<file path="src/rtl/alu_pkg.sv">
// Shared ALU opcode, MIPS op/funct constants and decode bundle types.
// Used by the issue stage, its decoder, and the ALU.
package alu_pkg;

  localparam int WORD_WIDTH = 32;
  localparam int ALU_OP_W   = 5;

  localparam logic [4:0] ALU_AND   = 5'h00;
  localparam logic [4:0] ALU_OR    = 5'h01;
  localparam logic [4:0] ALU_ADD   = 5'h02;
  localparam logic [4:0] ALU_XOR   = 5'h03;
  localparam logic [4:0] ALU_SLL   = 5'h04;
  localparam logic [4:0] ALU_SRL   = 5'h05;
  localparam logic [4:0] ALU_SUB   = 5'h06;
  localparam logic [4:0] ALU_SLT   = 5'h07;
  localparam logic [4:0] ALU_SRA   = 5'h08;
  localparam logic [4:0] ALU_SRLV  = 5'h09;
  localparam logic [4:0] ALU_SRAV  = 5'h0A;
  localparam logic [4:0] ALU_SLLV  = 5'h0B;
  localparam logic [4:0] ALU_NOR   = 5'h0C;
  localparam logic [4:0] ALU_ADDU  = 5'h0D;
  localparam logic [4:0] ALU_SUBU  = 5'h0E;
  localparam logic [4:0] ALU_SLTU  = 5'h0F;
  localparam logic [4:0] ALU_ADDI  = 5'h10;
  localparam logic [4:0] ALU_ADDIU = 5'h11;
  localparam logic [4:0] ALU_ANDI  = 5'h12;
  localparam logic [4:0] ALU_ORI   = 5'h13;
  localparam logic [4:0] ALU_XORI  = 5'h14;
  localparam logic [4:0] ALU_SLTI  = 5'h15;
  localparam logic [4:0] ALU_SLTIU = 5'h16;
  localparam logic [4:0] ALU_LUI   = 5'h17;
  localparam logic [4:0] ALU_PASS  = 5'h1F;

  localparam logic [5:0] OP_RTYPE = 6'h00;
  localparam logic [5:0] OP_BEQ   = 6'h04;
  localparam logic [5:0] OP_BNE   = 6'h05;
  localparam logic [5:0] OP_ADDI  = 6'h08;
  localparam logic [5:0] OP_ADDIU = 6'h09;
  localparam logic [5:0] OP_SLTI  = 6'h0A;
  localparam logic [5:0] OP_SLTIU = 6'h0B;
  localparam logic [5:0] OP_ANDI  = 6'h0C;
  localparam logic [5:0] OP_ORI   = 6'h0D;
  localparam logic [5:0] OP_XORI  = 6'h0E;
  localparam logic [5:0] OP_LUI   = 6'h0F;
  localparam logic [5:0] OP_LW    = 6'h23;
  localparam logic [5:0] OP_SW    = 6'h2B;

  localparam logic [5:0] FN_SLL  = 6'h00;
  localparam logic [5:0] FN_SRL  = 6'h02;
  localparam logic [5:0] FN_SRA  = 6'h03;
  localparam logic [5:0] FN_SLLV = 6'h04;
  localparam logic [5:0] FN_SRLV = 6'h06;
  localparam logic [5:0] FN_SRAV = 6'h07;
  localparam logic [5:0] FN_ADD  = 6'h20;
  localparam logic [5:0] FN_ADDU = 6'h21;
  localparam logic [5:0] FN_SUB  = 6'h22;
  localparam logic [5:0] FN_SUBU = 6'h23;
  localparam logic [5:0] FN_AND  = 6'h24;
  localparam logic [5:0] FN_OR   = 6'h25;
  localparam logic [5:0] FN_XOR  = 6'h26;
  localparam logic [5:0] FN_NOR  = 6'h27;
  localparam logic [5:0] FN_SLT  = 6'h2A;
  localparam logic [5:0] FN_SLTU = 6'h2B;

  typedef enum logic { B_RT  = 1'b0, B_IMM  = 1'b1 } imm_sel_e;
  typedef enum logic { X_ZERO = 1'b0, X_SIGN = 1'b1 } ext_sel_e;
  typedef enum logic { WB_RD = 1'b0, WB_RT  = 1'b1 } wb_sel_e;

  typedef struct packed {
    logic [4:0] opcode;
    imm_sel_e   imm_sel;
    ext_sel_e   ext_sel;
    wb_sel_e    wb_sel;
    logic       wb_en;
    logic       illegal;
  } dec_t;

  function automatic logic [WORD_WIDTH-1:0] ext_imm(
    input logic [15:0] imm,
    input ext_sel_e    sel
  );
    logic fill;
    fill = (sel == X_SIGN) & imm[15];
    return {{(WORD_WIDTH-16){fill}}, imm};
  endfunction

endpackage

</file>
<file path="src/rtl/alu_op_decode.sv">
// Pure combinational MIPS op/funct decode into ALU control fields.
// Unlisted encodings fall back to ALU_PASS with no write-back.
module alu_op_decode
  import alu_pkg::*;
(
  input  logic [5:0] op,
  input  logic [5:0] funct,
  output dec_t       dec
);

  always_comb begin
    dec = '{opcode:  ALU_PASS,
            imm_sel: B_RT,
            ext_sel: X_ZERO,
            wb_sel:  WB_RD,
            wb_en:   1'b0,
            illegal: 1'b1};
    case (op)
      OP_RTYPE: begin
        dec.wb_en   = 1'b1;
        dec.illegal = 1'b0;
        case (funct)
          FN_AND:  dec.opcode = ALU_AND;
          FN_OR:   dec.opcode = ALU_OR;
          FN_ADD:  dec.opcode = ALU_ADD;
          FN_XOR:  dec.opcode = ALU_XOR;
          FN_SLL:  dec.opcode = ALU_SLL;
          FN_SRL:  dec.opcode = ALU_SRL;
          FN_SUB:  dec.opcode = ALU_SUB;
          FN_SLT:  dec.opcode = ALU_SLT;
          FN_SRA:  dec.opcode = ALU_SRA;
          FN_SRLV: dec.opcode = ALU_SRLV;
          FN_SRAV: dec.opcode = ALU_SRAV;
          FN_SLLV: dec.opcode = ALU_SLLV;
          FN_NOR:  dec.opcode = ALU_NOR;
          FN_ADDU: dec.opcode = ALU_ADDU;
          FN_SUBU: dec.opcode = ALU_SUBU;
          FN_SLTU: dec.opcode = ALU_SLTU;
          default: begin
            dec.wb_en   = 1'b0;
            dec.illegal = 1'b1;
          end
        endcase
      end
      OP_ADDI, OP_ADDIU, OP_SLTI, OP_SLTIU,
      OP_ANDI, OP_ORI, OP_XORI, OP_LUI: begin
        dec.imm_sel = B_IMM;
        dec.wb_sel  = WB_RT;
        dec.wb_en   = 1'b1;
        dec.illegal = 1'b0;
        case (op)
          OP_ADDI:  dec.opcode = ALU_ADDI;
          OP_ADDIU: dec.opcode = ALU_ADDIU;
          OP_SLTI:  dec.opcode = ALU_SLTI;
          OP_SLTIU: dec.opcode = ALU_SLTIU;
          OP_ANDI:  dec.opcode = ALU_ANDI;
          OP_ORI:   dec.opcode = ALU_ORI;
          OP_XORI:  dec.opcode = ALU_XORI;
          default:  dec.opcode = ALU_LUI;
        endcase
        if (op inside {OP_ADDI, OP_ADDIU, OP_SLTI, OP_SLTIU})
          dec.ext_sel = X_SIGN;
      end
      OP_LW, OP_SW: begin
        dec.opcode  = ALU_ADD;
        dec.imm_sel = B_IMM;
        dec.ext_sel = X_SIGN;
        dec.wb_sel  = WB_RT;
        dec.wb_en   = (op == OP_LW);
        dec.illegal = 1'b0;
      end
      OP_BEQ, OP_BNE: begin
        dec.opcode  = ALU_SUB;
        dec.illegal = 1'b0;
      end
      default: ;
    endcase
  end

endmodule

</file>
<file path="src/rtl/alu_issue_stage.sv">
// ID/EX register: decodes instr + rs/rt into ALU controls behind a valid/ready slot.
// Define ILLEGAL_TRAP_EN to register the illegal flag for unlisted encodings.
module alu_issue_stage
  import alu_pkg::*;
#(
  parameter int WORD_WIDTH = 32,
  parameter int ALU_OP_W   = 5
) (
  input  logic                  clk,
  input  logic                  reset,
  input  logic                  flush,
  input  logic                  in_valid,
  output logic                  in_ready,
  input  logic [31:0]           instr,
  input  logic [WORD_WIDTH-1:0] rs_data,
  input  logic [WORD_WIDTH-1:0] rt_data,
  output logic                  out_valid,
  input  logic                  out_ready,
  output logic [ALU_OP_W-1:0]   alu_opcode,
  output logic [4:0]            alu_sa,
  output logic [WORD_WIDTH-1:0] alu_a,
  output logic [WORD_WIDTH-1:0] alu_b,
  output logic [4:0]            wb_reg,
  output logic                  wb_en,
  output logic                  illegal
);

  dec_t dec;

  alu_op_decode u_dec (
    .op    (instr[31:26]),
    .funct (instr[5:0]),
    .dec   (dec)
  );

  logic                  accept;
  logic                  valid_d, valid_q;
  logic [ALU_OP_W-1:0]   opcode_d, opcode_q;
  logic [4:0]            sa_d, sa_q;
  logic [WORD_WIDTH-1:0] a_d, a_q;
  logic [WORD_WIDTH-1:0] b_d, b_q;
  logic [4:0]            wb_reg_d, wb_reg_q;
  logic                  wb_en_d, wb_en_q;
  logic [WORD_WIDTH-1:0] imm_ext;

  assign in_ready = !valid_q | out_ready;
  assign accept   = in_valid & in_ready;

  always_comb begin
    imm_ext = {{(WORD_WIDTH-16){1'b0}}, instr[15:0]};
    if (dec.ext_sel == X_SIGN)
      imm_ext = {{(WORD_WIDTH-16){instr[15]}}, instr[15:0]};
  end

  always_comb begin
    valid_d  = valid_q;
    opcode_d = opcode_q;
    sa_d     = sa_q;
    a_d      = a_q;
    b_d      = b_q;
    wb_reg_d = wb_reg_q;
    wb_en_d  = wb_en_q;
    // Flush wins over a same-cycle accept; data may still load harmlessly.
    if (flush)
      valid_d = 1'b0;
    else if (accept)
      valid_d = 1'b1;
    else if (out_ready)
      valid_d = 1'b0;
    if (accept) begin
      opcode_d = ALU_OP_W'(dec.opcode);
      sa_d     = instr[10:6];
      a_d      = rs_data;
      b_d      = (dec.imm_sel == B_IMM) ? imm_ext : rt_data;
      wb_reg_d = (dec.wb_sel == WB_RT) ? instr[20:16] : instr[15:11];
      wb_en_d  = dec.wb_en;
    end
  end

  always_ff @(posedge clk) begin
    if (reset) begin
      valid_q  <= 1'b0;
      opcode_q <= '0;
      sa_q     <= '0;
      a_q      <= '0;
      b_q      <= '0;
      wb_reg_q <= '0;
      wb_en_q  <= 1'b0;
    end else begin
      valid_q  <= valid_d;
      opcode_q <= opcode_d;
      sa_q     <= sa_d;
      a_q      <= a_d;
      b_q      <= b_d;
      wb_reg_q <= wb_reg_d;
      wb_en_q  <= wb_en_d;
    end
  end

`ifdef ILLEGAL_TRAP_EN
  logic illegal_d, illegal_q;

  always_comb begin
    illegal_d = valid_d & (accept ? dec.illegal : illegal_q);
  end

  always_ff @(posedge clk) begin
    if (reset) illegal_q <= 1'b0;
    else       illegal_q <= illegal_d;
  end

  assign illegal = illegal_q;
`else
  logic unused_illegal;
  assign unused_illegal = dec.illegal;
  assign illegal        = 1'b0;
`endif

  assign out_valid  = valid_q;
  assign alu_opcode = opcode_q;
  assign alu_sa     = sa_q;
  assign alu_a      = a_q;
  assign alu_b      = b_q;
  assign wb_reg     = wb_reg_q;
  assign wb_en      = wb_en_q;

endmodule

</file>
<file path="config.mk">
export PLATFORM = sky130hd
export DESIGN_NAME = alu_issue_stage
export DESIGN_NICKNAME = d
export VERILOG_FILES = /design/src/rtl/alu_pkg.sv /design/src/rtl/alu_op_decode.sv /design/src/rtl/alu_issue_stage.sv
export SDC_FILE = /design/constraint.sdc
export NUM_CORES = 1
export LEC_CHECK = 0
export ABC_AREA = 1
export BUFFER_PORTS_ARGS = -buffer_cell sky130_fd_sc_hd__buf_2
export CORE_UTILIZATION = 48
export CTS_CLUSTER_DIAMETER = 50
export DETAILED_ROUTE_END_ITERATION = 8
export PLACE_DENSITY = 0.76
export SYNTH_ARGS = -nofsm -noshare
export SYNTH_HDL_FRONTEND = slang
export SYNTH_HIERARCHICAL = 1
export SYNTH_SLANG_ARGS = --single-unit
export TNS_END_PERCENT = 50
</file>
<file path="constraint.sdc">
create_clock -name clk -period 1.36 [get_ports clk]
set_input_delay 0 -clock clk [delete_from_list [all_inputs] [get_ports clk]]
set_output_delay 0 -clock clk [all_outputs]
set_load 0.05 [all_outputs]
</file>
==> results of run 1 <==
==> worst paths after layout <==
path	from	slack (ps)	cells after the start	to
setup / recovery	out_valid	70	3	in_ready
hold / removal	instr[8]	20	5	alu_sa[2]
setup reg to reg	out_valid	150	3	out_valid
hold reg to reg	alu_sa[4]	470	2	alu_sa[4]
==> power groups by stage <==
stage               clock, W  sequential (W)  combinational, W
floorplan                  0         0.00335          0.000663
global placement           0         0.00269           0.00174
detailed placement         0         0.00270           0.00177
CTS                  0.00207         0.00264           0.00193
global route         0.00214         0.00267           0.00212
finish               0.00201         0.00265           0.00195
==> stage by stage <==
stage | total power (W) | utilization (%)
5_1_grt | 0.006934 | 71.42
4_1_cts | 0.006651 | 71.35
2_1_floorplan | 0.004010 | -
6_report | 0.006608 | 71.42
3_5_place_dp | 0.004465 | 60.27
3_3_place_gp | 0.004427 | 60.27
==> placed cells by master, fill, tap and decap left out, types with 6 or more instances in the layout <==
cell type	count
buf_2	176
nand3_2	9
nand2_1	223
nand3_1	56
clkbuf_8	10
inv_1	97
buf_4	7
nor2_1	172
dlygate4sd3_1	73
dfxtp_1	80
o21ai_0	6
==> routing by layer <==
metal / up-vias / wire length, um / share of wire [%]
met2: 184 / 6522 / 51
met5: - / 0 / 0
met1: 2208 / 5066 / 40
met4: 0 / 653 / 5.1
li1: 2577 / - / -
met3: 58 / 510 / 4.0
==> worst min-delay path, cell delays in order <==
cell,delay [ps]
buf_2,120
inv_1,50
nand3_1,60
nand2_1,60
nor2_1,40
==> repair_timing <==
| action | in CTS | in global routing |
|---|---|---|
| endpoints found under the hold margin | 68 | 0 |
| gates resized for setup | 2 | 3 |
| hold buffers | 73 | 0 |
| setup endpoints to repair | 1 | 39 |
==> area by class of cell <==
type,count,area share (%)
flip-flops and latches,81,26.05
repair buffers,262,28.57
inverters,103,6.247
clock buffers,11,2.270
clock inverters,5,1.406
well taps,108,2.170
multi-input cells,492,33.29
==> flow_metrics.env, run 1 <==
export IMPL_outcome="complete, no violations"
export IMPL_core_region_area_sq_um=8721
export IMPL_grt_util_met2_pct=48.59
export IMPL_setup_worst_path_end_class="output pin"
export IMPL_drc=0
export IMPL_grtUsageMet1_pct=30.10
export IMPL_crit_path_max_incr_delay_ps=350
export IMPL_htree_levels=3
export IMPL_power_frac_seq_pct=40.1
export IMPL_critical_path_arrival_ps=1290
export IMPL_critical_path_class="reg2out"
export IMPL_drt_iter0_drc=194
export IMPL_finalSetupViolCount=0
export IMPL_postCtsSetupBuffers=0
export IMPL_min_period_ps=1294
export IMPL_internal_power_w=0.004293
export IMPL_insertion_delay_ps=350
export IMPL_drt_pass1_iter_count=5
export IMPL_fp_row_count=34
export IMPL_path_delay_family="buffers and inverters"
export IMPL_ant_nets=0
export IMPL_sw_frac_of_total_pct=35.03
export IMPL_nNetsFinal=1050
export IMPL_comb_power_share_pct=29.6
export IMPL_drive_above_1_share_pct=24.32
export IMPL_stdcell_area_sq_um=6228
export IMPL_finalMaxSlewViolations=0
export IMPL_synthesis_nets=815
export IMPL_final_cells=1062
export IMPL_initial_core_util_pct=49.56
export IMPL_path_max_fanout=44
export IMPL_hpwl_mm=7.857
export IMPL_io_pins=184
export IMPL_max_cap_violations=0
export IMPL_grt_pass1_wl_mm=21.09
export IMPL_multi_input_area_sq_um=2073
export IMPL_crit_chain="nand2_4, buf_8, buf_4"
export IMPL_grt_max_degree=75
export IMPL_final_setup_worst_slack_ps=66.26
export IMPL_place_area_sq_um=5256
export IMPL_rsz0062_at_grt="no"
export IMPL_path_clk_slew_ps=80
export IMPL_avgViaCountPerCell=4.734
export IMPL_fin_worst_skew_ps=9.648
export IMPL_critical_path_slowest_cell="dfxtp_2"
export IMPL_drt_wl_total_mm=12.75
export IMPL_clockBufferDepth=2
export IMPL_cts_buffers=9
export IMPL_syn_area_sq_um=4322
export IMPL_die_x_um=96.89
export IMPL_synth_area_per_cell_sq_um=6.053
export IMPL_portBuffers=177
export IMPL_busiest_layer="met2"
export IMPL_worst_ep_required_time_ps=1360
export IMPL_finalCritPeriodShare_pct=95.13
export IMPL_use_met3_pct=3.974
export IMPL_routabilityCongestion=0.8501
export IMPL_place_ws_ps=7.216
export IMPL_syn_inst=714
export IMPL_irDropWorstVdd_mv=0.5288
export IMPL_hold_path_class="in2reg"
export IMPL_gr_total_overflow=0
export IMPL_fin_tns_setup_ps=0
export IMPL_die_h_um=96.89
export IMPL_ys_warnings_count=6
export IMPL_startpoint_type="register"
export IMPL_cts_sinks=81
export IMPL_clockPowerShare_pct=30.4
export IMPL_critPathBufInv=2
export IMPL_p_leak_nw=3.660
export IMPL_antennaDiodeCount=0
export IMPL_timing_hold_ws_ps=16.85
export IMPL_area_growth_pct=44.12
export IMPL_max_freq_mhz=773.0
export IMPL_antenna_found_initial=0
export IMPL_dp_cells=973
export IMPL_cts_root_buf="clkbuf_8"
export IMPL_power_switching_w=0.002315
export IMPL_wl_per_cell_um=12.01
export IMPL_num_vias=5027
export IMPL_die_area_sq_um=9387
export IMPL_num_fill_cells=753
export IMPL_grt_usage_pct=27.22
export IMPL_powerDensity_nw_per_um2=1061
export IMPL_finalHoldViolCount=0
export IMPL_regArea_sq_um=1623
export IMPL_cts_tree="yes"
export IMPL_grt_pass1_vias=4777
No activity file was read; power rests on OpenSTA's default activity.
==> run 2: changes to the inputs <==
- CORE_UTILIZATION: 48 -> 46
- PLACE_DENSITY: 0.76 -> 0.77
- SYNTH_HIERARCHICAL: 1 -> unset
==> run 2 against run 1 <==
Wire length shrank 6.8%. Non-clock buffer count did not move. Clock skew fell by 1.4 ps. Setup slack better by 38 ps. Critical path type is now in2reg. Critical endpoint is now alu_a[9]. Largest power group unchanged.
==> flow_metrics.env, run 2 <==
export IMPL_syn_inst=489
export IMPL_nNetsFinal=832
export IMPL_worst_ep_required_time_ps=1650
export IMPL_grt_pass1_vias=4256
export IMPL_yosysSeqAreaShare_pct=44.77
export IMPL_timing_hold_ws_ps=11.93
export IMPL_min_period_ps=1256
export IMPL_fp_row_count=31
export IMPL_finalHoldViolCount=0
export IMPL_met1_length_mm=4.654
export IMPL_finalMaxSlewViolations=0
export IMPL_hold_path_class="in2reg"
export IMPL_synthesis_nets=590
export IMPL_initial_core_util_pct=48.64
export IMPL_dp_cells=748
export IMPL_yosys_top_cells_count="nor2_1, dfxtp_1, nand2_1, o21ai_0, inv_1"
export IMPL_final_util_pct=75.55
export IMPL_drt_pass1_iter_count=4
export IMPL_async_reset_ff_share_pct=0
export IMPL_insertion_delay_ps=350
export IMPL_die_h_um=90.74
export IMPL_setup_worst_path_end_class="register"
export IMPL_irDropWorstVdd_mv=0.6283
export IMPL_drc=0
export IMPL_critical_path_arrival_ps=1540
export IMPL_outcome="complete, no violations"
export IMPL_hpwl_mm=7.407
export IMPL_synth_most_common_cell="nor2_1"
export IMPL_critical_path_class="in2reg"
export IMPL_startpoint_type="input pin"
export IMPL_avgViaCountPerCell=5.127
export IMPL_synthTopCellsByArea="dfxtp_1, nor2_1, o21ai_0, nand2_1, o211ai_1"
export IMPL_r2r_start="out_valid"
export IMPL_ys_warnings_count=0
export IMPL_crit_end="alu_a[9]"
export IMPL_cts_sinks=81
export IMPL_powerDensity_nw_per_um2=1157
export IMPL_p_leak_nw=2.904
export IMPL_max_freq_mhz=796.5
export IMPL_ys_flop_type="dfxtp_1"
export IMPL_drt_iter0_drc=203
export IMPL_wl_met3_um=684
export IMPL_yosysTopAreaCellShare_pct=44.77
export IMPL_num_vias=4281
export IMPL_io_pins=184
export IMPL_antennaDiodeCount=0
export IMPL_final_cells=835
export IMPL_die_area_sq_um=8233
export IMPL_ys_seq_elements=81
export IMPL_core_region_area_sq_um=7447
export IMPL_fin_tns_setup_ps=0
export IMPL_final_common_cell="buf_2"
export IMPL_grt_usage_pct=28.52
export IMPL_drive_above_1_share_pct=32.74
export IMPL_wl_met2_mm=6.014
export IMPL_area_growth_pct=55.34
export IMPL_synth_distinct_cells=29
export IMPL_grt_pass1_wl_mm=18.86
export IMPL_finalCritPeriodShare_pct=92.32
export IMPL_synth_top_area_cell="dfxtp_1"
export IMPL_path_clk_slew_ps=90
export IMPL_dr_max_layer_used="met4"
export IMPL_grt_max_degree=39
export IMPL_antenna_found_initial=0
export IMPL_final_cell_mix="buf_2, nor2_1, dfxtp_1"
export IMPL_max_cap_violations=0
export IMPL_finalSetupViolCount=0
export IMPL_timing_rr_end="wb_reg[2]"
export IMPL_wl_per_cell_um=14.23
export IMPL_drt_wl_total_mm=11.88
export IMPL_cts_tree="yes"
export IMPL_crit_start="out_ready"
export IMPL_clockBufferDepth=2
export IMPL_portBuffers=177
export IMPL_ff2ff_setup_slack_ps=120
export IMPL_gr_total_overflow=0
export IMPL_routabilityCongestion=0.8434
export IMPL_path_max_fanout=37
export IMPL_die_x_um=90.74
export IMPL_cts_buffers=9
export IMPL_cts_root_buf="clkbuf_8"
export IMPL_rsz0062_at_grt="no"
export IMPL_stdcell_area_sq_um=5627
export IMPL_htree_levels=3
export IMPL_reg2reg_depth=7
export IMPL_synth_edff_count=0
export IMPL_place_area_sq_um=4676
export IMPL_ant_nets=0
export IMPL_synth_area_per_cell_sq_um=7.407
export IMPL_fin_worst_skew_ps=8.247
export IMPL_syn_area_sq_um=3622
[run 2: what timing repair did]
action / CTS / global route
setup endpoints to repair: 0 / 4
hold endpoints to repair: 68 / 0
setup buffers: 0 / 0
hold buffers: 71 / 0
gates resized for setup: 0 / 3
[run 2: worst min-delay path by stage]
stage,startpoint,depth (start not counted),end,slack [ps]
6_report,rt_data[9],5,alu_b[9],10
5_1_grt,rt_data[8],5,alu_b[8],30
4_1_cts,rt_data[2],5,alu_b[2],1
3_5_place_dp,flush,2,out_valid,170
3_3_place_gp,flush,2,out_valid,160
2_1_floorplan,reset,1,out_valid,60
[run 2: kinds of logic (layout without fill, tap and decap cells)]
family | after synthesis | after routing | share of synthesized area (%)
other cells | 1 | 1 | 0.1035
simple gates | 215 | 215 | 24.87
buf+inv | 76 | 323 | 9.844
flops | 81 | 81 | 44.77
compound gates | 116 | 116 | 20.41
[run 2: where the power goes]
| group | switching (W) | total (W) | internal, W |
|---|---|---|---|
| Sequential | 0.0000953 | 0.00265 | 0.00256 |
| Combinational | 0.00122 | 0.00182 | 0.000593 |
| Clock | 0.000887 | 0.00204 | 0.00116 |
| Total | 0.00221 | 0.00651 | 0.00430 |
[run 2: critical path, cell delays in order]
cell           delay, ps
dlygate4sd3_1        540
buf_2                120
inv_1                130
nand2_8               70
nand2_4               80
buf_4                310
o21ai_0              180
nor2_1               110
[run 2: layout make-up]
class                   count  area [sq um]
well taps                  99         123.9
flip-flops and latches     81          1625
clock buffers              11         152.6
inverters                  45         172.7
fillers                   565          1821
multi-input cells         332          1665
repair buffers            262          1802
clock inverters             5         85.08
[run 2: through the flow]
step / total power, W / worst slack, ps
final: 0.006512 / 104.5
after global routing: 0.006793 / 22.16
after CTS: 0.006512 / 29.11
after detailed placement: 0.004323 / 40.62
after global placement: 0.004286 / 107.8
after floorplan: 0.003845 / 3.275
[run 2: metal layers]
metal / vias up / GRT usage (%)
li1: 2082 / -
met1: 1957 / 29.98
met2: 196 / 52.59
met3: 46 / 5.556
met4: 0 / 16.13
met5: - / 0
